==> src/rtl/wb_bridge_pkg.sv <==
`default_nettype none
// ============================================================================
// Module      : wb_bridge_pkg
// Description : Types and constants shared by the Wishbone bridge master,
//               the response FIFO and the UART coder.
// Revision    : 1.0 - initial release
// ============================================================================
package wb_bridge_pkg;

    // Response word: 2-bit tag in the top bits, 32-bit data below
    localparam int unsigned RSP_W = 34;

    typedef logic [RSP_W-1:0] rsp_word_t;

    // Response tags carried in rsp_word_t[33:32]
    localparam logic [1:0] RSP_TAG_WR_ACK  = 2'b00;
    localparam logic [1:0] RSP_TAG_RD_DATA = 2'b01;
    localparam logic [1:0] RSP_TAG_BUS_ERR = 2'b10;
    localparam logic [1:0] RSP_TAG_RESET   = 2'b11;

    // Pop sequencer states of the response FIFO
    typedef enum logic [1:0] {
        IDLE      = 2'd0,
        STB       = 2'd1,
        WAIT_BUSY = 2'd2,
        WAIT_IDLE = 2'd3
    } pop_state_t;

endpackage : wb_bridge_pkg
`default_nettype wire

==> src/rtl/wb_rsp_fifo_mem.sv <==
`default_nettype none
// ============================================================================
// Module      : wb_rsp_fifo_mem
// Description : 1-write / 1-read register array for the response FIFO.
//               Synchronous write, combinational read, no reset on storage.
// Revision    : 1.0 - initial release
// ============================================================================
module wb_rsp_fifo_mem #(
    parameter int unsigned DW = 34,
    parameter int unsigned AW = 4
) (
    input  logic          clk_i,
    input  logic          we_i,
    input  logic [AW-1:0] waddr_i,
    input  logic [DW-1:0] wdata_i,
    input  logic [AW-1:0] raddr_i,
    output logic [DW-1:0] rdata_o
);

    localparam int unsigned DEPTH = 1 << AW;

    logic [DW-1:0] mem_q [0:DEPTH-1];

    // Store the pushed word; contents need no reset because fill gates reads
    always_ff @(posedge clk_i) begin
        if (we_i) begin
            mem_q[waddr_i] <= wdata_i;
        end
    end

    assign rdata_o = mem_q[raddr_i];

endmodule : wb_rsp_fifo_mem
`default_nettype wire

==> src/rtl/wb_rsp_fifo.sv <==
`default_nettype none
// ============================================================================
// Module      : wb_rsp_fifo
// Description : Response buffer between the Wishbone master return channel
//               and the UART coder. Absorbs bursts without backpressure and
//               meters words out one strobe per coder-idle window. Dropped
//               pushes raise a sticky overflow flag.
// Revision    : 1.0 - initial release
// ============================================================================
module wb_rsp_fifo
    import wb_bridge_pkg::*;
#(
    parameter int unsigned DW      = RSP_W,
    parameter int unsigned AW      = 4,
    parameter int unsigned HOLDOFF = 2
) (
    input  logic          i_clk,
    input  logic          i_reset_n,
    input  logic          i_wr_stb,
    input  logic [DW-1:0] i_wr_word,
    output logic          o_rd_stb,
    output logic [DW-1:0] o_rd_word,
    input  logic          i_rd_busy,
    output logic          o_empty,
    output logic          o_full,
    output logic [AW:0]   o_fill,
    output logic          o_overflow,
    input  logic          i_clr_overflow
);

    localparam int unsigned DEPTH     = 1 << AW;
    localparam logic [AW:0] FILL_MAX  = (AW+1)'(DEPTH);
    // Holdoff counter runs 0..HOLDOFF-1 (HOLDOFF must be at least 1)
    localparam int unsigned HW        = (HOLDOFF > 1) ? $clog2(HOLDOFF) : 1;
    localparam logic [HW-1:0] HOLD_LAST = HW'(HOLDOFF - 1);

    logic [AW-1:0] wr_ptr_q;
    logic [AW-1:0] rd_ptr_q;
    logic [AW:0]   fill_q;
    logic [AW:0]   fill_d;
    logic          empty_q;
    logic          full_q;
    logic          overflow_q;

    pop_state_t    state_q;
    logic [HW-1:0] hold_cnt_q;
    logic          rd_stb_q;
    logic [DW-1:0] rd_word_q;

    logic [DW-1:0] mem_rdata;
    logic          pop;
    logic          push_ok;
    logic          push_drop;

    // A pop needs a stored word, so a push into an empty FIFO is never
    // read through in the same cycle.
    assign pop       = (state_q == IDLE) && !empty_q && !i_rd_busy;
    // A full FIFO still accepts a push when a pop frees a slot at the same edge
    assign push_ok   = i_wr_stb && (!full_q || pop);
    assign push_drop = i_wr_stb && !push_ok;

    wb_rsp_fifo_mem #(
        .DW (DW),
        .AW (AW)
    ) u_mem (
        .clk_i   (i_clk),
        .we_i    (push_ok),
        .waddr_i (wr_ptr_q),
        .wdata_i (i_wr_word),
        .raddr_i (rd_ptr_q),
        .rdata_o (mem_rdata)
    );

    // Next occupancy: simultaneous push and pop leave it unchanged
    always_comb begin
        fill_d = fill_q;
        case ({push_ok, pop})
            2'b10:   fill_d = fill_q + 1'b1;
            2'b01:   fill_d = fill_q - 1'b1;
            default: fill_d = fill_q;
        endcase
    end

    // Pointers, occupancy, registered flags and sticky overflow
    always_ff @(posedge i_clk or negedge i_reset_n) begin
        if (!i_reset_n) begin
            wr_ptr_q   <= '0;
            rd_ptr_q   <= '0;
            fill_q     <= '0;
            empty_q    <= 1'b1;
            full_q     <= 1'b0;
            overflow_q <= 1'b0;
        end else begin
            if (push_ok) begin
                wr_ptr_q <= wr_ptr_q + 1'b1;
            end
            if (pop) begin
                rd_ptr_q <= rd_ptr_q + 1'b1;
            end
            fill_q  <= fill_d;
            empty_q <= (fill_d == '0);
            full_q  <= (fill_d == FILL_MAX);
            // A new drop outranks a clear in the same cycle
            if (push_drop) begin
                overflow_q <= 1'b1;
            end else if (i_clr_overflow) begin
                overflow_q <= 1'b0;
            end
        end
    end

    // Pop sequencer: one strobe, then wait for the coder to go busy and idle
    always_ff @(posedge i_clk or negedge i_reset_n) begin
        if (!i_reset_n) begin
            state_q    <= IDLE;
            hold_cnt_q <= '0;
            rd_stb_q   <= 1'b0;
            rd_word_q  <= '0;
        end else begin
            case (state_q)
                IDLE: begin
                    if (pop) begin
                        state_q   <= STB;
                        rd_stb_q  <= 1'b1;
                        rd_word_q <= mem_rdata;
                    end
                end
                STB: begin
                    state_q    <= WAIT_BUSY;
                    rd_stb_q   <= 1'b0;
                    hold_cnt_q <= '0;
                end
                WAIT_BUSY: begin
                    // A coder that never raises busy is treated as done
                    // after HOLDOFF cycles
                    if (i_rd_busy) begin
                        state_q <= WAIT_IDLE;
                    end else if (hold_cnt_q == HOLD_LAST) begin
                        state_q <= IDLE;
                    end else begin
                        hold_cnt_q <= hold_cnt_q + 1'b1;
                    end
                end
                WAIT_IDLE: begin
                    if (!i_rd_busy) begin
                        state_q <= IDLE;
                    end
                end
                default: begin
                    state_q  <= IDLE;
                    rd_stb_q <= 1'b0;
                end
            endcase
        end
    end

    assign o_rd_stb   = rd_stb_q;
    assign o_rd_word  = rd_word_q;
    assign o_empty    = empty_q;
    assign o_full     = full_q;
    assign o_fill     = fill_q;
    assign o_overflow = overflow_q;

endmodule : wb_rsp_fifo
`default_nettype wire
==> config.mk <==
export PLATFORM = sky130hd
export DESIGN_NAME = wb_rsp_fifo
export DESIGN_NICKNAME = d
export VERILOG_FILES = /design/src/rtl/wb_bridge_pkg.sv /design/src/rtl/wb_rsp_fifo_mem.sv /design/src/rtl/wb_rsp_fifo.sv
export SDC_FILE = /design/constraint.sdc
export NUM_CORES = 1
export LEC_CHECK = 0
export CAP_MARGIN = 20
export CORE_UTILIZATION = 55
export CTS_CLUSTER_DIAMETER = 150
export DETAILED_ROUTE_END_ITERATION = 16
export PLACE_DENSITY = 0.87
export SLEW_MARGIN = 20
export SYNTH_ARGS = -nofsm -noshare
export SYNTH_HDL_FRONTEND = slang
export SYNTH_HIERARCHICAL = 1
export SYNTH_SLANG_ARGS = --single-unit
==> constraint.sdc <==
create_clock -name i_clk -period 4.4 [get_ports i_clk]
set_clock_uncertainty 0.15 [all_clocks]
set_input_delay 1.1 -clock i_clk [delete_from_list [all_inputs] [get_ports i_clk]]
set_output_delay 1.1 -clock i_clk [all_outputs]
set_load 0.005 [all_outputs]
==> flow_metrics.env, run 1 <==
export IMPL_outcome="completed"
export IMPL_cts_tree="built"
export IMPL_ys_warn_count=6
export IMPL_hold_violations=0
export IMPL_dr_pass1_iters=5
export IMPL_fin_crit_sh_pct=77.94
export IMPL_cts_hold_buf=0
export IMPL_detail_route_antenna_nets=0
export IMPL_die_h_um=205.3
export IMPL_grt_pass1_wl_mm=75.43
export IMPL_worstPathRequired_ns=4.54
export IMPL_crit_path_start_kind="input port"
export IMPL_syn_to_final_growth_pct=15.78
export IMPL_overflow=0
export IMPL_min_from="o_rd_word[25]"
export IMPL_most_common_layout_cells="edfxtp_1, nand2_1, mux4_2"
export IMPL_clockRootBuffer="clkbuf_16"
export IMPL_layout_setup_ws_ns=0.9705
export IMPL_rows=74
export IMPL_htree_levels=2
export IMPL_maxCapViolCount=0
export IMPL_ctsResizeCount=0
export IMPL_wl_per_cell_um=28.17
export IMPL_max_freq_ghz=0.2916
export IMPL_power_density_nw_per_um2=654.7
export IMPL_fin_hold_ws_ns=0.3196
export IMPL_viasPerCell=6.346
export IMPL_clock_sinks=598
export IMPL_antenna_found_initial=0
export IMPL_post_place_ws_ns=0.4591
export IMPL_power_leakage_nw=8.705
export IMPL_netlist_instances=1098
export IMPL_post_cts_buffers=0
export IMPL_grt_max_degree=55
export IMPL_relSlewSlack_pct=26.89
export IMPL_r2r_start="state_q[0]"
export IMPL_cts_buffers=55
export IMPL_tns_ns=0
export IMPL_num_vias=11436
export IMPL_ir_worst_vdd_uv=576.1
export IMPL_synth_area_per_cell_um2=20.70
export IMPL_drt_wl_total_mm=50.77
export IMPL_drt_iter0_markers=1356
export IMPL_crit_path_frequent_cell="buf_4"
export IMPL_gr_usage_all_layers_pct=25.11
export IMPL_yosys_register_bits=598
export IMPL_crit_path_start="i_rd_busy"
export IMPL_gp_congestion=0.7941
export IMPL_layout_commonest_cell="edfxtp_1"
export IMPL_nets=1268
export IMPL_clockBufferDepth=3
export IMPL_criticalPathCategory="input port to flop"
export IMPL_core_area_um2=40830
export IMPL_path_buf_inv=5
export IMPL_drv_slew=0
export IMPL_grt_setup_unrepaired="no"
export IMPL_cpPeakStageDelay_ns=0.49
export IMPL_grt_pass1_vias=11869
export IMPL_port_buffers=81
export IMPL_die_w_um=205.3
export IMPL_synth_edff_count=544
export IMPL_crit_path_end_kind="flop"
export IMPL_ys_types=42
export IMPL_synthFlopType="edfxtp_1"
export IMPL_tightest_slew_ns=1.094
export IMPL_drc=0
export IMPL_die_area_um2=42150
export IMPL_final_core_util_pct=64.45
export IMPL_start_util_pct=55.67
export IMPL_num_antenna_cells=0
export IMPL_synth_nets=1142
export IMPL_cpMaxStageDelayCell="nor2_4"
export IMPL_syn_area_um2=22730
export IMPL_fin_crit_ns=3.430
export IMPL_seq_area_frac_synth_pct=77.82
export IMPL_clk_pin_slew_ns=0.06
export IMPL_cp_max_fo=13
export IMPL_clk_latency_ns=0.60
export IMPL_io_pins=82
export IMPL_critical_path_top_delay_family="buffers and inverters"
export IMPL_path_cells="clkdlybuf4s50_1 > nor2_1 > nand2_2 > inv_2 > o21ai_2 > buf_4 > inv_1 > nand3b_1 > nor2_4 > buf_4"
export IMPL_drive_gt1_share_pct=23.31
export IMPL_min_path_type="flop to flop"
export IMPL_finalSetupViolCount=0
export IMPL_dp_hpwl_mm=30.03
export IMPL_worstPathArrival_ns=3.57
export IMPL_async_flop_share_pct=9.030
-- report_power, final --
part	internal [mW]	total (mW)	switching (mW)
clock	2.84	4.85	2.01
combinational	2.23	4.76	2.53
sequential	7.02	7.62	0.598
-- tightest hold or removal path: stages, from the launching register on --
cell     delay, ns
dfrtp_1       0.34
nand2_1       0.05
nand2_1       0.05
-- per-layer routing --
layer	routed length [um]	global-route usage, %
met2	25830	41.64
met1	18850	33.46
met4	1663	9.762
met3	4430	4.466
met5	0	0
-- cell type report --
cell class / count / area, um2
Tap cell: 532 / 665.6
Clock buffer: 79 / 1539
Multi-Input combinational cell: 438 / 4880
Fill cell: 2517 / 14520
Timing Repair Buffer: 126 / 1216
Sequential cell: 598 / 17700
Clock inverter: 24 / 301.5
Inverter: 5 / 18.77
-- metrics by stage --
stage                     cells  cell area [um2]  total power, mW
final                      1802            26320            17.23
after global routing       1802            26320            17.87
after CTS                  1801            26290            17.29
after detailed placement   1698            24450            12.37
after global placement     1698            24450            12.15
after floorplan            1098            22750            10.60
-- synth_stat cells, types with 2 or more instances --
cell type,instances,area (um2)
inv_1,5,18.77
clkbuf_1,27,101.4
nand3b_1,2,15.01
dfrtp_1,53,1326
mux4_2,136,3063
and2_1,2,12.51
nand4_1,2,12.51
o21ai_0,5,25.02
nand2_1,153,574.3
ha_1,5,62.56
buf_6,7,78.83
nand2b_1,4,25.02
a22oi_1,68,510.5
nor3_1,5,25.02
nand3_1,3,15.01
a21oi_1,2,10.01
nor2_1,19,71.32
nor3b_2,2,25.02
buf_1,2,7.510
xor2_1,3,26.28
edfxtp_1,544,16340
xnor2_1,7,61.31
buf_2,19,95.09
nor2b_1,5,31.28
-- registers in the layout, summed over array words and instances, names as in the netlist, 2 cells and up --
signal and cells:
o_fill 5, o_rd_word 34, u_mem/mem_q 544, wr_ptr_q 4
state_q 2, rd_ptr_q 4
-- path summary, 6_finish.rpt --
kind / depth (start not counted) / slack (ns) / endpoint
min reg2reg: 2 / 0.32 / o_rd_word[25]
min: 2 / 0.32 / o_rd_word[25]
max reg2reg: 9 / 1.52 / u_mem/mem_q[7][7]
max in group asynchronous: 2 / 2.94 / rd_ptr_q[1]
max: 10 / 0.97 / u_mem/mem_q[7][7]
min in group asynchronous: 1 / 0.35 / o_rd_word[28]
-- logic make-up after synthesis --
logic type | share of synthesized area (%)
flip-flops | 77.82
AND/OR/NAND/NOR | 3.715
multiplexers | 13.52
AO/OA/AOI/OAI | 2.785
buffers and inverters | 1.426
XOR/XNOR | 0.4569
adder cells (fa/ha/maj) | 0.2752
No activity file was read; power rests on OpenSTA's default activity.
==> run 2: changes to the inputs <==
clock period = 2.8 ns   (was 4.4 ns; I/O delays follow)
==> flow_metrics.env, run 2 (synthesized netlist as in run 1, its figures left out) <==
export IMPL_grt_pass1_wl_mm=79.83
export IMPL_r2r_start="o_empty"
export IMPL_layout_commonest_cell="edfxtp_1"
export IMPL_largest_register="u_mem/mem_q"
export IMPL_num_vias=11888
export IMPL_min_to="o_rd_word[20]"
export IMPL_outcome="completed"
export IMPL_drive_gt1_share_pct=25.00
export IMPL_relSlewSlack_pct=37.30
export IMPL_drc=0
export IMPL_cpMaxStageDelayCell="dfstp_2"
export IMPL_path_cells="nor2_1 > nand2_2 > inv_2 > o21ai_4 > ha_2 > xor2_1 > ha_2 > a21oi_1 > xnor2_1 > nor4bb_4 > a21oi_1 > nor3b_2"
export IMPL_antenna_found_initial=1
export IMPL_nets=1298
export IMPL_reg2reg_to="o_full"
export IMPL_die_w_um=205.3
export IMPL_worstPathArrival_ns=3.02
export IMPL_rows=74
export IMPL_power_leakage_nw=8.893
export IMPL_clockBufferDepth=3
export IMPL_tightest_slew_ns=0.9404
export IMPL_drv_slew=0
export IMPL_cts_buffers=55
export IMPL_final_core_util_pct=65.54
export IMPL_min_path_type="flop to flop"
export IMPL_grt_max_degree=48
export IMPL_drt_iter0_markers=1771
export IMPL_dp_hpwl_mm=32.55
export IMPL_most_common_layout_cells="edfxtp_1, nand2_1, mux4_2"
export IMPL_grt_pass1_vias=12138
export IMPL_htree_levels=2
export IMPL_largest_reg_flops=544
export IMPL_clockRootBuffer="clkbuf_16"
export IMPL_die_area_um2=42150
export IMPL_worstPathRequired_ns=3.16
export IMPL_clk_latency_ns=0.60
export IMPL_num_antenna_cells=0
export IMPL_dr_pass1_iters=7
export IMPL_gr_usage_all_layers_pct=26.74
export IMPL_clock_sinks=598
export IMPL_cp_max_fo=3
export IMPL_filler_cell_count=2407
export IMPL_worst_r2r_cell_count=12
export IMPL_core_area_um2=40830
export IMPL_maxCapViolCount=0
export IMPL_overflow=0
export IMPL_fin_hold_ws_ns=0.3256
export IMPL_post_place_ws_ns=-0.5387
export IMPL_finalSetupViolCount=0
export IMPL_r2r_slack_ns=0.14
export IMPL_detail_route_antenna_nets=0
export IMPL_viasPerCell=6.489
export IMPL_path_buf_inv=1
export IMPL_cpPeakStageDelay_ns=0.53
export IMPL_min_from="o_rd_word[20]"
export IMPL_gp_congestion=0.8570
export IMPL_critical_path_top_delay_family="simple AND/OR/NAND/NOR gates"
export IMPL_ir_worst_vdd_uv=673.8
export IMPL_power_density_nw_per_um2=1033
export IMPL_max_freq_ghz=0.3758
export IMPL_hold_violations=0
export IMPL_fin_crit_ns=2.661
export IMPL_cts_tree="built"
export IMPL_criticalPathCategory="flop to flop"
export IMPL_start_util_pct=55.67
export IMPL_port_buffers=81
export IMPL_crit_path_end_kind="flop"
export IMPL_drt_wl_total_mm=54.77
export IMPL_clk_pin_slew_ns=0.06
export IMPL_fin_crit_sh_pct=95.04
export IMPL_wl_per_cell_um=29.90
export IMPL_die_h_um=205.3
export IMPL_hold_depth=2
export IMPL_syn_to_final_growth_pct=17.74
export IMPL_crit_path_start_kind="flop"
export IMPL_layout_setup_ws_ns=0.1390
export IMPL_io_pins=82
run 2: changes by cell type in the layout (fill, tap and decap cells not counted), moves of 2 or more:
| cell | before | now |
|---|---|---|
| ha_1 | 5 | 3 |
| clkbuf_1 | 19 | 21 |
| buf_12 | 4 | 27 |
| clkinv_1 | 5 | 9 |
| ha_2 | 0 | 2 |
| buf_4 | 41 | 47 |
| inv_6 | 0 | 3 |
| clkinvlp_4 | 5 | 3 |
| clkbuf_16 | 57 | 55 |
| clkbuf_8 | 3 | 0 |
run 2: layout make-up:
cell class | instances | area (um2) | area share, %
clock buffers | 76 | 1455 | 5.437
clock inverters | 27 | 292.8 | 1.094
inverters | 5 | 18.77 | 0.07013
multi-input cells | 438 | 4922 | 18.39
flip-flops and latches | 598 | 17700 | 66.12
well taps | 532 | 665.6 | 2.487
repair buffers | 156 | 1712 | 6.396
run 2: timing repair:
action                     4_1_cts  5_1_grt
setup buffers                    0        1
hold endpoints to repair        15        0
setup endpoints to repair        0        2
hold buffers                     1        0
resized for setup                0        7
run 2: where the power goes:
part | leakage, nW | internal [mW] | switching (mW)
sequential | 5.58 | 11.0 | 0.704
clock | 0.839 | 4.19 | 3.19
combinational | 2.47 | 3.81 | 4.72
total | 8.89 | 19.0 | 8.61
run 2: worst min-delay path: cells and delay by family, from the launching register on:
family	cells	cell delay, ns
flops	1	0.34
simple gates	2	0.10
run 2: metrics by stage:
step                      area (um2)  cells   TNS, ns  total power [mW]
after floorplan                22890   1098    -15.62             16.77
final                          26760   1832         0             27.65
after CTS                      26730   1831         0             27.55
after global placement         24970   1727   -115.34             19.65
after global routing           26760   1832  -0.01042             28.61
after detailed placement       24970   1727   -153.57             20.00
run 2: routing by layer:
layer	track usage, %	up-vias	wire (um)
met4	7.593	2	1221
li1	-	4768	-
met5	0	-	19
met2	40.09	893	25550
met1	36.95	6135	20200
met3	10.18	90	7783
run 2: worst max path at each step:
| stage | start | endpoint | slack (ns) | cells past startpoint |
|---|---|---|---|---|
| detailed placement | i_rd_busy | o_empty | -0.54 | 13 |
| global route | o_empty | o_full | -0.01 | 12 |
| CTS | i_rd_busy | o_full | 0.07 | 13 |
| global placement | i_rd_busy | u_mem/mem_q[0][14] | -0.38 | 10 |
| floorplan | i_rd_busy | u_mem/mem_q[0][0] | -0.22 | 7 |
| finish | o_empty | o_full | 0.14 | 12 |
==> run 3: changes to the inputs <==
PLACE_DENSITY = 0.75   (was 0.87)
==> flow_metrics.env, run 3 (synthesized netlist as in run 1, its figures left out) <==
export IMPL_power_leakage_nw=8.988
export IMPL_io_pins=82
export IMPL_worst_r2r_cell_count=12
export IMPL_criticalPathCategory="flop to output pin"
export IMPL_final_area_um2=26950
export IMPL_power_density_nw_per_um2=1025
export IMPL_crit_path_end_kind="output pin"
export IMPL_maxCapViolCount=0
export IMPL_clock_sinks=598
export IMPL_most_common_layout_cells="edfxtp_1, nand2_1, mux4_2"
export IMPL_cp_max_fo=10
export IMPL_reg2reg_to="o_empty"
export IMPL_crit_path_start="o_fill[2]"
export IMPL_drive_gt1_share_pct=26.20
export IMPL_die_h_um=205.3
export IMPL_tightest_slew_ns=0.9504
export IMPL_wl_per_cell_um=28.39
export IMPL_gr_usage_all_layers_pct=25.77
export IMPL_layout_setup_ws_ns=0.2074
export IMPL_crit_cells=1
export IMPL_cts_buffers=57
export IMPL_overflow=0
export IMPL_worstPathRequired_ns=1.95
export IMPL_gp_congestion=0.8434
export IMPL_hold_violations=0
export IMPL_clockBufferDepth=3
export IMPL_layout_commonest_cell="edfxtp_1"
export IMPL_r2r_slack_ns=0.24
export IMPL_dpl_cell_area_um2=25090
export IMPL_setup_worst_path_end="o_fill[2]"
export IMPL_largest_reg_flops=544
export IMPL_clk_latency_ns=0.62
export IMPL_ir_worst_vdd_uv=647.5
export IMPL_drc=0
export IMPL_die_area_um2=42150
export IMPL_start_util_pct=55.67
export IMPL_core_area_um2=40830
export IMPL_clk_pin_slew_ns=0.06
export IMPL_min_path_type="flop to flop"
export IMPL_viasPerCell=6.265
export IMPL_r2r_start="o_empty"
export IMPL_htree_levels=2
export IMPL_grt_setup_unrepaired="no"
export IMPL_dp_cells=1735
export IMPL_path_buf_inv=1
export IMPL_max_freq_ghz=0.3857
export IMPL_largest_register="u_mem/mem_q"
export IMPL_grt_pass1_wl_mm=76.40
export IMPL_clockRootBuffer="clkbuf_16"
export IMPL_grt_pass1_vias=11739
export IMPL_dp_hpwl_mm=32.30
export IMPL_drt_wl_total_mm=52.27
export IMPL_drt_iter0_markers=1437
export IMPL_relSlewSlack_pct=36.64
export IMPL_cts_tree="built"
export IMPL_fin_hold_ws_ns=0.3213
export IMPL_grt_max_degree=45
export IMPL_cpPeakStageDelay_ns=0.58
export IMPL_detail_route_antenna_nets=0
export IMPL_num_vias=11533
export IMPL_finalPower_mw=27.62
export IMPL_drv_slew=0
export IMPL_cpMaxStageDelayCell="clkdlybuf4s50_1"
export IMPL_final_core_util_pct=66.01
export IMPL_worstPathArrival_ns=1.74
export IMPL_fin_crit_ns=2.593
export IMPL_critical_path_top_delay_family="buffers and inverters"
export IMPL_nets=1307
export IMPL_instances_no_fill=1841
export IMPL_antenna_found_initial=0
export IMPL_dr_pass1_iters=5
export IMPL_post_place_ws_ns=-0.4866
export IMPL_fin_crit_sh_pct=92.59
export IMPL_rows=74
export IMPL_die_w_um=205.3
export IMPL_syn_to_final_growth_pct=18.58
export IMPL_tns_ns=0
export IMPL_num_antenna_cells=0
export IMPL_finalSetupViolCount=0
export IMPL_outcome="completed"
export IMPL_port_buffers=81
export IMPL_crit_path_start_kind="flop"
export IMPL_path_cells="clkdlybuf4s50_1"
-- run 3: cell count changes in the layout (fill, tap and decap cells not counted), moves of 2 or more --
cell / before / now
clkbuf_1: 21 / 16
buf_12: 27 / 32
clkinv_2: 6 / 9
clkbuf_16: 55 / 57
clkbuf_8: 0 / 9
buf_4: 47 / 49
bufinv_16: 6 / 4
clkinv_1: 9 / 4
-- run 3: what timing repair did --
action                                  CTS  global route
endpoints found under the setup margin    0             2
resized for setup                         0             4
hold buffers                              1             0
endpoints found under the hold margin    12             0
setup buffers                             0             0
-- run 3: report_power, final --
part | switching [mW] | internal, mW
sequential | 0.617 | 11.0
clock | 3.21 | 4.36
combinational | 4.53 | 3.87
total | 8.36 | 19.3
-- run 3: area by class of cell --
type | instances | area, um2
clock buffer | 82 | 1610
timing repair buffer | 163 | 1827
clock inverter | 23 | 229.0
tap | 532 | 665.6
fill | 2525 | 13880
inverter | 5 | 18.77
sequential | 598 | 17700
multi-input combinational | 438 | 4908
-- run 3: worst min-delay path by stage --
| stage | slack, ns | cells past startpoint | from | endpoint |
|---|---|---|---|---|
| finish | 0.32 | 2 | o_rd_word[23] | o_rd_word[23] |
| floorplan | 0.25 | 0 | i_reset_n | hold_cnt_q |
| global route | 0.35 | 2 | o_rd_word[2] | o_rd_word[2] |
| global placement | 0.31 | 2 | o_rd_word[32] | o_rd_word[32] |
| CTS | 0.33 | 2 | o_rd_word[23] | o_rd_word[23] |
| detailed placement | 0.31 | 2 | o_rd_word[27] | o_rd_word[27] |
-- run 3: layer usage --
layer	track usage, %	routed length, um	part of all wire, %
met1	36.13	20350	39
met2	40.89	25520	49
met3	6.098	5250	10
met4	7.354	1144	2.2
met5	0	0	0
-- run 3: worst min-delay path, stage by stage (launching register included) --
cell and delay, ns:
dfrtp_1 0.34, nand2_1 0.05, nand2_1 0.05
==> patch 1, RTL diff (settings of run 1) <==
Set the package constant `RSP_W` to 17 (it was 34).
--- a/src/rtl/wb_bridge_pkg.sv
+++ b/src/rtl/wb_bridge_pkg.sv
@@ -9,5 +9,5 @@
 
     // Response word: 2-bit tag in the top bits, 32-bit data below
-    localparam int unsigned RSP_W = 34;
+    localparam int unsigned RSP_W = 17;
 
     typedef logic [RSP_W-1:0] rsp_word_t;
Ports: changed (resized i_wr_word and o_rd_word); port bits go from 82 to 48. The function was not compared with the original's and may differ.
==> patch 1 against run 1 <==
Wire length shrank 48%. Sequential share of layout area is 1.3 points lower. Utilization rose by 0.56 points. Sequential power down 47%. Worst hold slack improved by 0.0050 ns. Worst setup slack worse by 0.45 ns. Area after synthesis is 47% lower. Sequential cell count decreased by 289. Design area shrank 48%. Critical path type unchanged. Total power shrank 48%.
==> patch 1: results (changes against run 1) <==
Logic synthesis
The part of the Yosys area used for sequential elements is 75.81% (was 77.82%). Synth top area cells: sky130_fd_sc_hd__edfxtp_1, sky130_fd_sc_hd__mux4_2, sky130_fd_sc_hd__dfrtp_1 (unchanged). The number of flops mapped to enable cells by yosys was 272 (was 544). The net count of the mapped netlist is 640 (was 1142). Leading post-synthesis cells by instance count: sky130_fd_sc_hd__edfxtp_1, sky130_fd_sc_hd__nand2_1, sky130_fd_sc_hd__mux4_2 (unchanged). The count of distinct cell types in the synthesized netlist is 45 (was 42).

The share of flip-flops with an asynchronous set or reset after synthesis was 11.97% (was 9.030%). The post-synthesis instance total is 613 (was 1098).

Setup path
The stage delay of the slowest cell on the critical path is 0.47 ns (was 0.49 ns). The library cell contributing the largest single delay on the critical path was sky130_fd_sc_hd__clkdlybuf4s50_1 (was sky130_fd_sc_hd__nor2_4). The largest fanout of any net on the critical path is 23 (was 13).

The setup slack on the worst flop-to-flop path was 1.13 ns (was 1.52 ns).

Run status
Status: finished clean (unchanged).

GRT
The fraction of met2 tracks used by global routing is 41.37% (was 41.64%). The global-route track usage on met3 came to 3.659% (was 4.466%). The wire length of the first global-routing pass is 39320 µm (was 75430 µm). The global-route usage over all layers is 24.35% (was 25.11%).

The via count of the first global-routing pass is 6536 (was 11.87k). The maximum number of pins on one net before global-route repair was 40 (was 55). The met1 global-route usage was 33.26% (was 33.46%).

Finish
The filler-free cell count of the finished design is 986 (was 1802). The number of fillers in the final layout is 1346 (was 2517). The final net count was 717 (was 1268). The flip-flop count of the largest register after layout is 272 (was 544). The share of layout cells above drive strength 1 was 22.08% (was 23.31%).

Power
The static leakage is 4.667 nW (was 8.705 nW). The maximum ir drop on the vdd rail is 0.4476 mV (was 0.5761 mV).

STA
The measured slew at the worst slew-check pin is 1.006 ns (was 1.094 ns). The setup-violating endpoint count in the final report is 0 (unchanged).

Placed design
The instance area at placement is 0.01287 mm² (was 0.02445 mm²). The count of placed standard cells including taps was 934 (was 1698). The post-DP HPWL is 15170 µm (was 30030 µm). The placer congestion estimate is 0.7482 (was 0.7941).

Drt
The per-cell routed wire length is 26.70 µm (was 28.17 µm). The via total after detailed routing came to 6274 (was 11.44k).

CTS
The clock insertion delay at the later pin of the skew report came to 0.54 ns (was 0.60 ns). The total CTS buffers is 29 (was 55). The depth of the CTS H-tree is 1 (was 2).
[patch 1: cell count changes after synthesis, sizes merged, moves of 14 or more]
cell    change
dfrtp      -17
mux4       -68
nand2      -68
edfxtp    -272
clkbuf     -14
a22oi      -34
[patch 1: cell families (layout without fill, tap and decap cells)]
| kind of cell | after synthesis | in the layout | synth area share (%) |
|---|---|---|---|
| flops | 309 | 309 | 75.81 |
| simple gates | 133 | 133 | 4.912 |
| mux | 69 | 69 | 12.95 |
| compound gates | 50 | 50 | 3.149 |
| buf+inv | 36 | 134 | 1.794 |
| xor+xnor | 11 | 11 | 0.8657 |
| fa+ha+maj | 5 | 5 | 0.5214 |
[patch 1: power by group]
part	internal [mW]	switching [mW]	total, mW
clock	1.39	1.04	2.42
sequential	3.65	0.422	4.07
combinational	1.23	1.29	2.52
[patch 1: path summary, 6_finish.rpt]
kind                                           from                  endpoint  cells after the start
min in group asynchronous                 i_reset_n       o_fill[0]$_DFF_PN0_                      1
max in group asynchronous                 i_reset_n   rd_ptr_q[0]$_DFFE_PN0P_                      1
min reg2reg                o_rd_word[7]$_DFFE_PN0P_  o_rd_word[7]$_DFFE_PN0P_                      2
max                                       i_rd_busy         o_empty$_DFF_PN1_                     13
min                        o_rd_word[7]$_DFFE_PN0P_  o_rd_word[7]$_DFFE_PN0P_                      2
max reg2reg                  state_q[0]$_DFFE_PN0P_         o_empty$_DFF_PN1_                     12
[patch 1: area by class of cell]
class	count	area [µm²]	area share, %
Sequential cell	309	9100	65.96
Multi-Input combinational cell	268	2708	19.63
Clock buffer	34	744.5	5.396
Timing Repair Buffer	77	703.2	5.097
Tap cell	275	344.1	2.494
Clock inverter	18	177.7	1.288
Inverter	5	18.77	0.1360
[patch 1: metrics by stage]
stage	hold slack (ns)	worst slack [ns]	power, mW
floorplan	0.3185	0.5578	5.691
global placement	0.3111	0.4423	6.379
detailed placement	0.3114	0.08816	6.576
CTS	0.3266	0.5725	9.041
global route	0.3556	0.4032	9.387
finish	0.3246	0.5216	9.008
[patch 1: per-layer routing]
metal | wire [µm] | part of all wire (%) | vias up
met1 | 9818 | 37 | 3236
met2 | 13490 | 51 | 389
li1 | - | - | 2584
met3 | 2318 | 8.8 | 65
met4 | 694 | 2.6 | 0
met5 | 0 | 0 | -
[patch 1: worst max-delay path, delay by kind of cell]
family | cells | cell delay (ns)
buffers and inverters | 3 | 0.87
AND/OR/NAND/NOR | 4 | 0.82
adder cells (fa/ha/maj) | 2 | 0.70
XOR/XNOR | 2 | 0.48
AO/OA/AOI/OAI | 2 | 0.21
==> patch 2, RTL diff (flow settings as in run 1) <==
Made on the original files. Make the reset (`i_reset_n`) synchronous in 2 clocked blocks.
--- a/src/rtl/wb_rsp_fifo.sv
+++ b/src/rtl/wb_rsp_fifo.sv
@@ -83,5 +83,5 @@
 
     // Pointers, occupancy, registered flags and sticky overflow
-    always_ff @(posedge i_clk or negedge i_reset_n) begin
+    always_ff @(posedge i_clk) begin
         if (!i_reset_n) begin
             wr_ptr_q   <= '0;
@@ -111,5 +111,5 @@
 
     // Pop sequencer: one strobe, then wait for the coder to go busy and idle
-    always_ff @(posedge i_clk or negedge i_reset_n) begin
+    always_ff @(posedge i_clk) begin
         if (!i_reset_n) begin
             state_q    <= IDLE;
Formal check against the unedited RTL: differs if i_reset_n is asserted again (counterexample within 4 cycles, from zero or initial values and one cycle with i_reset_n low); with i_reset_n held inactive, the same outputs for 4 cycles.
==> patch 2 against run 1 <==
Sequential cell count unchanged. Global-route usage rose by 1.7 points. Highest routed layer unchanged. Area after synthesis fell by 0.83%. Sequential share of layout area is 0.76 points lower. Maximum frequency decreased by 3.7%. Wire length increased by 7.3%. Worst setup slack worse by 0.13 ns. Largest cell class unchanged. Design area down 0.41%.
Power is not compared: it rests on default switching activity, and its combinational part moved more than twofold at a synthesized area within 25%.
==> patch 2: results (changes against run 1) <==
Placed design
The post-DP HPWL is 29990 µm (was 30030 µm). The instance area at placement came to 0.02426 mm² (was 0.02445 mm²). The placer congestion estimate is 0.8308 (was 0.7941). The count of placed standard cells including taps is 1701 (was 1698).

Logic synthesis
The part of the Yosys area used for sequential elements came to 77.26% (was 77.82%). The xor and xnor fraction of the mapped netlist area is 0.4274% (was 0.4569%). The post-synthesis instance total came to 1117 (was 1098). The net count of the mapped netlist came to 1161 (was 1142). The share of flip-flops with an asynchronous set or reset after synthesis is 0% (was 9.030%).

Synth top area cells: sky130_fd_sc_hd__edfxtp_1, sky130_fd_sc_hd__mux4_2, sky130_fd_sc_hd__dfxtp_1 (was sky130_fd_sc_hd__edfxtp_1, sky130_fd_sc_hd__mux4_2, sky130_fd_sc_hd__dfrtp_1). The count of distinct cell types in the synthesized netlist is 39 (was 42). The post-synthesis share of cell area spent on full adders, half adders and majority gates is 0.2775% (was 0.2752%). The post-synthesis compound-gate area fraction is 3.497% (was 2.785%).

Finish
The footprint of the flip-flops and latches is 0.01742 mm² (was 0.01770 mm²). The filler-free cell count of the finished design is 1808 (was 1802). The buffer count excluding the clock tree in the final layout is 121 (was 126). The share of layout cells above drive strength 1 came to 22.95% (was 23.31%).

The multi-input combinational cell count is 452 (was 438). The clock distribution area overhead in the final layout is 7.428% (was 6.994%). The clock buffer count is 76 (was 79).

Run status
Status: finished clean (unchanged).

GRT
The global-route usage over all layers is 26.79% (was 25.11%). The via count of the first global-routing pass is 11.94k (was 11.87k). The wire length of the first global-routing pass is 79560 µm (was 75430 µm).

Setup path
The endpoint arrival time on the critical path is 3.72 ns (was 3.57 ns). The largest fanout of any net on the critical path is 10 (was 13). The worst reg2reg path depth is 8 (was 9). The setup slack on the worst flop-to-flop path is 1.35 ns (was 1.52 ns). The library cell contributing the largest single delay on the critical path is sky130_fd_sc_hd__or3b_2 (was sky130_fd_sc_hd__nor2_4). The startpoint of the most critical register-to-register path is state_q[1]$_SDFFE_PN0P_ (was state_q[0]$_DFFE_PN0P_).

STA
The final worst hold slack was 0.3042 ns (was 0.3196 ns). The normalized max-slew margin is 24.37% (was 26.89%). The post-route worst setup slack came to 0.8377 ns (was 0.9705 ns).

Drt
The number of DRC markers after the initial detailed-route iteration was 1685 (was 1356). The per-cell routed wire length came to 30.14 µm (was 28.17 µm).

CTS
The total CTS buffers is 57 (was 55).

Floorplan
The floorplan core area came to 0.04010 mm² (was 0.04083 mm²).

Min path
The startpoint of the tightest hold check path was o_rd_word[28]$_SDFFE_PN0P_ (was o_rd_word[25]$_DFFE_PN0P_).
-- patch 2: routing by layer --
| metal | track usage (%) | part of all wire (%) | up-vias |
|---|---|---|---|
| met4 | 8.129 | 2.9 | 0 |
| li1 | - | - | 4774 |
| met1 | 37.13 | 37 | 6173 |
| met3 | 6.999 | 12 | 113 |
| met5 | 0 | 0 | - |
| met2 | 42.12 | 48 | 923 |
-- patch 2: power groups by stage --
stage | combinational (mW) | clock [mW] | sequential (mW)
after floorplan | 1.13 | 0 | 6.53
after global routing | 1.78 | 5.31 | 6.51
final | 1.67 | 5.06 | 6.49
after global placement | 1.58 | 0 | 6.59
after detailed placement | 1.63 | 0 | 6.60
after CTS | 1.68 | 5.09 | 6.49
-- patch 2: worst register-to-register path: cells and delay by family, from the launching register on --
family	cells	cell delay [ns]
buffers and inverters	3	0.56
DFF	1	0.35
and+or+nand+nor	5	1.69
